<file path="src/rtl/i2c_pkg.sv">
// rtl/i2c_pkg.sv - shared types and constants for the I2C target memory port
package i2c_pkg;

  localparam logic [6:0] SLAVE_ADDR_DEFAULT = 7'h50;

  // SDA level driven or seen during the acknowledge bit
  localparam logic ACK  = 1'b0;
  localparam logic NACK = 1'b1;

  typedef enum logic [3:0] {
    ST_IDLE,
    ST_ADDR,
    ST_ADDR_ACK,
    ST_PTR,
    ST_PTR_ACK,
    ST_WR,
    ST_WR_ACK,
    ST_RD,
    ST_RD_ACK
  } i2c_state_e;

  // Register-style request seen from the i2c_axi_lite side of the bus
  typedef struct packed {
    logic       psel;
    logic       penable;
    logic       pwrite;
    logic [7:0] paddr;
    logic [7:0] pwdata;
  } i2c_axi_lite_req_t;

  // First byte after START: 7-bit device address followed by the read flag
  function automatic logic [7:0] i2c_addr_byte(input logic [6:0] addr, input logic rnw);
    return {addr, rnw};
  endfunction

endpackage

</file>
<file path="src/rtl/i2c_line_filter.sv">
// rtl/i2c_line_filter.sv - two-flop synchroniser plus consecutive-sample glitch filter
module i2c_line_filter #(
  parameter int FILT_LEN = 3
) (
  input  logic aclk,
  input  logic aresetn,
  input  logic raw,
  output logic filt
);

  localparam int CW = (FILT_LEN < 2) ? 1 : $clog2(FILT_LEN + 1);

  logic          sync1;
  logic          sync2;
  logic [CW-1:0] cnt;

  // Synchronise the bus line, then accept a new level only after FILT_LEN equal samples
  always_ff @(posedge aclk or negedge aresetn) begin
    if (!aresetn) begin
      sync1 <= 1'b1;
      sync2 <= 1'b1;
      filt  <= 1'b1;
      cnt   <= '0;
    end else begin
      sync1 <= raw;
      sync2 <= sync1;
      if (sync2 == filt) begin
        cnt <= '0;
      end else if (cnt == CW'(FILT_LEN - 1)) begin
        filt <= sync2;
        cnt  <= '0;
      end else begin
        cnt <= cnt + 1'b1;
      end
    end
  end

endmodule

</file>
<file path="src/rtl/i2c_target_mem.sv">
// rtl/i2c_target_mem.sv - I2C target exposing an external 256x8 memory with auto-incrementing pointer
module i2c_target_mem
  import i2c_pkg::*;
#(
  parameter logic [6:0] SLAVE_ADDR = SLAVE_ADDR_DEFAULT,
  parameter int         FILT_LEN   = 3
) (
  input  logic       aclk,
  input  logic       aresetn,
  input  logic       scl,
  input  logic       sda_in,
  output logic       sda_oe,
  output logic [7:0] mem_addr,
  output logic       mem_we,
  output logic [7:0] mem_wdata,
  input  logic [7:0] mem_rdata,
  output logic       busy,
  output logic       wr_done
);

  logic       scl_f;
  logic       sda_f;
  logic       scl_q;
  logic       sda_q;
  logic       scl_rise;
  logic       scl_fall;
  logic       start_det;
  logic       stop_det;

  i2c_state_e state;
  logic [7:0] shift;
  logic [3:0] bit_cnt;
  logic [7:0] ptr;
  logic       rw_q;
  logic       rack;
  logic [1:0] rd_pipe;

  i2c_line_filter #(.FILT_LEN(FILT_LEN)) u_scl_filt (
    .aclk    (aclk),
    .aresetn (aresetn),
    .raw     (scl),
    .filt    (scl_f)
  );

  i2c_line_filter #(.FILT_LEN(FILT_LEN)) u_sda_filt (
    .aclk    (aclk),
    .aresetn (aresetn),
    .raw     (sda_in),
    .filt    (sda_f)
  );

  // SDA may only move while SCL is stably high for START/STOP, so both are SDA edges and never coincide
  always_comb begin
    scl_rise  = scl_f & ~scl_q;
    scl_fall  = ~scl_f & scl_q;
    start_det = scl_f & scl_q & sda_q & ~sda_f;
    stop_det  = scl_f & scl_q & ~sda_q & sda_f;
  end

  // Protocol FSM: bits sampled on SCL rise, SDA changed after SCL fall, read data prefetched during ACK
  always_ff @(posedge aclk or negedge aresetn) begin
    if (!aresetn) begin
      scl_q     <= 1'b1;
      sda_q     <= 1'b1;
      state     <= ST_IDLE;
      sda_oe    <= 1'b0;
      mem_addr  <= '0;
      mem_we    <= 1'b0;
      mem_wdata <= '0;
      busy      <= 1'b0;
      wr_done   <= 1'b0;
      shift     <= '0;
      bit_cnt   <= '0;
      ptr       <= '0;
      rw_q      <= 1'b0;
      rack      <= NACK;
      rd_pipe   <= '0;
    end else begin
      scl_q   <= scl_f;
      sda_q   <= sda_f;
      mem_we  <= 1'b0;
      wr_done <= 1'b0;
      // mem_addr registered at stage 0, RAM data appears one cycle after that
      rd_pipe <= {rd_pipe[0], 1'b0};
      if (rd_pipe[1]) shift <= mem_rdata;

      if (stop_det) begin
        state   <= ST_IDLE;
        sda_oe  <= 1'b0;
        busy    <= 1'b0;
        bit_cnt <= '0;
        rd_pipe <= '0;
      end else if (start_det) begin
        state   <= ST_ADDR;
        sda_oe  <= 1'b0;
        bit_cnt <= '0;
        rd_pipe <= '0;
      end else begin
        case (state)
          ST_IDLE: begin
            sda_oe <= 1'b0;
          end

          ST_ADDR: begin
            if (scl_rise) begin
              shift   <= {shift[6:0], sda_f};
              bit_cnt <= bit_cnt + 4'd1;
            end else if (scl_fall && bit_cnt == 4'd8) begin
              bit_cnt <= '0;
              if (shift[7:1] == SLAVE_ADDR) begin
                state  <= ST_ADDR_ACK;
                sda_oe <= 1'b1;
                busy   <= 1'b1;
                rw_q   <= shift[0];
                if (shift[0]) begin
                  mem_addr <= ptr;
                  rd_pipe  <= 2'b01;
                end
              end else begin
                state <= ST_IDLE;
                busy  <= 1'b0;
              end
            end
          end

          ST_ADDR_ACK: begin
            if (scl_fall) begin
              if (rw_q) begin
                state   <= ST_RD;
                sda_oe  <= ~shift[7];
                shift   <= {shift[6:0], 1'b0};
                bit_cnt <= 4'd1;
              end else begin
                state   <= ST_PTR;
                sda_oe  <= 1'b0;
                bit_cnt <= '0;
              end
            end
          end

          ST_PTR: begin
            if (scl_rise) begin
              shift   <= {shift[6:0], sda_f};
              bit_cnt <= bit_cnt + 4'd1;
            end else if (scl_fall && bit_cnt == 4'd8) begin
              ptr     <= shift;
              state   <= ST_PTR_ACK;
              sda_oe  <= 1'b1;
              bit_cnt <= '0;
            end
          end

          ST_PTR_ACK: begin
            if (scl_fall) begin
              state  <= ST_WR;
              sda_oe <= 1'b0;
            end
          end

          ST_WR: begin
            if (scl_rise) begin
              shift   <= {shift[6:0], sda_f};
              bit_cnt <= bit_cnt + 4'd1;
            end else if (scl_fall && bit_cnt == 4'd8) begin
              state     <= ST_WR_ACK;
              sda_oe    <= 1'b1;
              mem_addr  <= ptr;
              mem_wdata <= shift;
              mem_we    <= 1'b1;
              wr_done   <= 1'b1;
              ptr       <= ptr + 8'd1;
              bit_cnt   <= '0;
            end
          end

          ST_WR_ACK: begin
            if (scl_fall) begin
              state  <= ST_WR;
              sda_oe <= 1'b0;
            end
          end

          ST_RD: begin
            if (scl_fall) begin
              if (bit_cnt == 4'd8) begin
                // Release for the controller's ACK and fetch the following byte speculatively
                state    <= ST_RD_ACK;
                sda_oe   <= 1'b0;
                mem_addr <= ptr + 8'd1;
                rd_pipe  <= 2'b01;
                bit_cnt  <= '0;
              end else begin
                sda_oe  <= ~shift[7];
                shift   <= {shift[6:0], 1'b0};
                bit_cnt <= bit_cnt + 4'd1;
              end
            end
          end

          ST_RD_ACK: begin
            if (scl_rise) begin
              rack <= sda_f;
            end else if (scl_fall) begin
              if (rack == ACK) begin
                ptr     <= ptr + 8'd1;
                state   <= ST_RD;
                sda_oe  <= ~shift[7];
                shift   <= {shift[6:0], 1'b0};
                bit_cnt <= 4'd1;
              end else begin
                state  <= ST_IDLE;
                sda_oe <= 1'b0;
                busy   <= 1'b0;
              end
            end
          end

          default: begin
            state  <= ST_IDLE;
            sda_oe <= 1'b0;
            busy   <= 1'b0;
          end
        endcase
      end
    end
  end

endmodule

</file>
<file path="config.mk">
export PLATFORM = sky130hd
export DESIGN_NAME = i2c_target_mem
export DESIGN_NICKNAME = d
export VERILOG_FILES = /design/src/rtl/i2c_pkg.sv /design/src/rtl/i2c_line_filter.sv /design/src/rtl/i2c_target_mem.sv
export SDC_FILE = /design/constraint.sdc
export NUM_CORES = 1
export LEC_CHECK = 0
export BUFFER_PORTS_ARGS = -buffer_cell sky130_fd_sc_hd__buf_4
export CORE_MARGIN = 2
export CORE_UTILIZATION = 62
export DETAILED_ROUTE_END_ITERATION = 7
export GPL_TIMING_DRIVEN = 1
export PLACE_DENSITY = 0.83
export SYNTH_ARGS = -nofsm -noshare
export SYNTH_HDL_FRONTEND = slang
export SYNTH_SLANG_ARGS = --single-unit
export TNS_END_PERCENT = 10
</file>
<file path="constraint.sdc">
create_clock -name aclk -period 5.9 [get_ports aclk]
set_input_delay 0.295 -clock aclk [delete_from_list [all_inputs] [get_ports aclk]]
set_output_delay 0.295 -clock aclk [all_outputs]
set_load 0.05 [all_outputs]
</file>
==> results.sh <==
export IMPL_yosysWarningCount=0
export IMPL_synth_top_cell_area_share_pct=38.0
export IMPL_core_sq_um=5110
export IMPL_cts_resized_gates=0
export IMPL_fillerInstances=372
export IMPL_timing_hold_violations_final=0
export IMPL_power_sequential_fraction_pct=48.5
export IMPL_mappedNetlistArea_sq_um=3290
export IMPL_average_routed_wire_per_standard_cell_microns=16.0
export IMPL_vias_per_cell=5.93
export IMPL_fp_dieArea_sq_um=5910
export IMPL_width_of_the_chip_microns=76.9
export IMPL_timing_final_setup_violations=0
export IMPL_detailed_place_hpwl_mm=4.86
export IMPL_final_setup_skew_ns=0.0106
export IMPL_grt_pass1_vias=2454
export IMPL_synth_edff_count=0
export IMPL_critical_path_endpoint_type="flop"
export IMPL_finalMaxSlewViolations=0
export IMPL_synth_top_flop_cell="dfrtp_1"
export IMPL_detailedRoute_firstIterationViolations=389
export IMPL_grt_setup_unrepaired="false"
export IMPL_power_switching_share_pct=33.1
export IMPL_cap_violations=0
export IMPL_post_synth_and_or_nand_nor_area_fraction_pct=20.9
export IMPL_synth_common_cells="dfrtp_1, a21oi_1, nor2_1"
export IMPL_drt_drc_violations_left=0
export IMPL_clock_sinks=59
export IMPL_grt_overflow=0
export IMPL_number_of_nets_in_the_final_layout=379
export IMPL_area_added_between_synthesis_and_finish_pct=12.3
export IMPL_peakVddDrop_v=0.000246
export IMPL_period_needed_ns=2.41
export IMPL_crit_required_ns=6.11
export IMPL_postSynthNetCount=354
export IMPL_clk_transition_reported_paths_ns=0.07
export IMPL_synthDistinctLibCells=57
export IMPL_tightest_slew_ns=0.805
export IMPL_synth_compound_area_share_pct=15.9
export IMPL_max_clock_path_buffers=2
export IMPL_timing_setup_tns_ns=0
export IMPL_power_density_nw_per_um2=296
export IMPL_first_pass_iteration_count_of_the_detailed_router=5
export IMPL_dpl_instance_area_sq_um=3530
export IMPL_criticalPathCategory="flop to flop"
export IMPL_register_area_sq_um=1490
export IMPL_cts_tree="yes"
export IMPL_worstSetupEndpoint="state[2]$_DFFE_PN0P_"
export IMPL_synth_seq_cells=59
export IMPL_r2r_setup_slack_ns=3.49
export IMPL_ant_nets=0
export IMPL_postCtsSetupRepairBufs=0
export IMPL_cts_root_buffer_cell="clkbuf_8"
export IMPL_critPathLaunchType="flop"
export IMPL_cts_made_buffers=9
export IMPL_floorplan_io_pins=32
export IMPL_synth_area_mux_share_pct=9.04
export IMPL_worst_r2r_path_depth=6
export IMPL_max_slew_margin_rel_pct=46.2
export IMPL_htree_num_levels=3
export IMPL_initial_core_util_pct=64.5
export IMPL_global_route_wire_length_before_repair_mm=12.1
export IMPL_synth_largest_area_cell="dfrtp_1"
export IMPL_clock_power_share_pct=29.5
export IMPL_fin_area_sq_um=3700
export IMPL_timing_critical_path_fanout_max=19
export IMPL_yosysMostFrequentCell="dfrtp_1"
export IMPL_synthXorXnorAreaFrac_pct=3.46
export IMPL_synth_adder_area_share_pct=1.44
export IMPL_placementRows=26
export IMPL_die_y_microns=76.9
export IMPL_gpl_final_weighted_congestion=0.939
export IMPL_net_switching_power_mw=0.362
export IMPL_cts_hold_buffers_added=0
export IMPL_cp_startpoint="state[0]$_DFFE_PN0P_"
export IMPL_grt_antenna_before_repair=0
export IMPL_internal_power_mw=0.734
export IMPL_rr_startpoint="state[0]$_DFFE_PN0P_"
export IMPL_avgSynthCellArea_sq_um=9.71
export IMPL_numPortBuffers=31
export IMPL_layout_cell_share_with_drive_strength_beyond_1_pct=24.4
export IMPL_yosys_top_cells_area="dfrtp_1, mux2_2, dfstp_2"
export IMPL_maximum_number_of_pins_on_one_net_before_global_route_repair=60
export IMPL_fin_crit_sh_pct=40.9
export IMPL_largest_family_of_logic_cells_by_synthesized_area="simple AND/OR/NAND/NOR gates"
export IMPL_antenna_cells_inserted=0
export IMPL_worst_hold_path_type="input port to asynchronous set/reset pin"
export IMPL_cellLeakagePower_nw=1.64
export IMPL_combPwrFrac_pct=22.0
export IMPL_routed_via_count=2604
export IMPL_ys_async_sr_fraction_pct=100
export IMPL_grt_total_usage_pct=26.0
export IMPL_multi_input_comb_area_sq_um=1670
export IMPL_worstSkewPairLatency_ns=0.33
export IMPL_synth_seq_area_share_pct=45.2
export IMPL_detail_route_wirelength_mm=7.03
export IMPL_outcome="completed"
export IMPL_endpoint_of_the_worst_slack_reg_to_reg_timing_path="state[2]$_DFFE_PN0P_"
export IMPL_critPathArrivalTime_ns=2.62
export IMPL_max_freq_mhz=415
export IMPL_synthCells=339
## sequential cells by signal (all words and copies together), names as in the netlist, 2 cells and up
name and flops:
mem_addr 8, mem_wdata 8, ptr 8, shift 8, bit_cnt 4, state 4, rd_pipe 2, u_scl_filt.cnt 2
u_sda_filt.cnt 2
## worst max-delay path, stage by stage, from the launching register on
cell	delay (ns)
dfrtp_1	0.69
inv_1	0.19
maj3_1	0.37
a22oi_1	0.27
a21oi_2	0.15
a21oi_2	0.27
mux2_2	0.37
## kinds of logic after synthesis
| logic type | Yosys count |
|---|---|
| simple gates | 126 |
| buf+inv | 29 |
| xor+xnor | 13 |
| fa+ha+maj | 4 |
| mux | 27 |
| compound gates | 81 |
| flops | 59 |
## metrics by stage
| stage | hold slack [ns] | worst slack, ns | utilization [%] | power (mW) | cells |
|---|---|---|---|---|---|
| after floorplan | -0.000591 | 4.00 | - | 0.710 | 339 |
| after global placement | 0.347 | 3.59 | 69.1 | 0.764 | 423 |
| after detailed placement | 0.351 | 3.56 | 69.1 | 0.775 | 423 |
| after CTS | 0.0459 | 3.53 | 72.4 | 1.10 | 439 |
| after global routing | 0.0537 | 3.31 | 72.4 | 1.16 | 439 |
| final | 0.0125 | 3.49 | 72.4 | 1.10 | 439 |
## cells in the final DEF (no fill, tap or decap), types with 3 or more instances in the layout
cell	n
o21ai_0	16
ha_1	3
mux2_2	22
xnor2_1	8
and3_1	6
a211oi_1	3
dfrtp_1	50
nor3_1	5
nor3b_1	6
inv_1	11
a21oi_1	36
nor2_1	33
mux2i_1	5
nand2_1	25
clkbuf_8	10
o211ai_1	4
nand2b_1	7
nand3_1	15
xor2_1	5
a32o_1	3
nand3b_1	3
dfstp_2	9
nor2b_1	7
buf_4	32
## power groups by stage
stage	sequential (mW)	clock [mW]	combinational [mW]
2_1_floorplan	0.507	0	0.202
3_3_place_gp	0.532	0	0.232
3_5_place_dp	0.537	0	0.238
4_1_cts	0.531	0.327	0.241
5_1_grt	0.541	0.346	0.269
6_report	0.532	0.324	0.241
## area by class of cell
type	count	area share, %
tap	70	2.37
clock buffer	12	3.92
multi-input combinational	251	45.2
clock inverter	4	0.710
timing repair buffer	32	6.50
sequential	59	40.2
inverter	11	1.12
## worst min-delay path by stage
stage	startpoint	to	slack [ns]
finish	aresetn	busy$_DFFE_PN0P_	0.01
global route	scl	u_scl_filt.sync1$_DFF_PN1_	0.05
CTS	aresetn	state[0]$_DFFE_PN0P_	0.05
detailed placement	u_scl_filt.sync1$_DFF_PN1_	u_scl_filt.sync2$_DFF_PN1_	0.35
global placement	u_scl_filt.sync1$_DFF_PN1_	u_scl_filt.sync2$_DFF_PN1_	0.35
floorplan	aresetn	bit_cnt[0]$_DFFE_PN0P_	-0.0006
## routing by layer
metal  routed length [microns]  GRT usage (%)
met1                      3110           36.5
met2                      3280           39.1
met3                       480           5.65
met4                       153           11.1
met5                         0              0
Note: power is estimated with default switching activity, not from simulation.
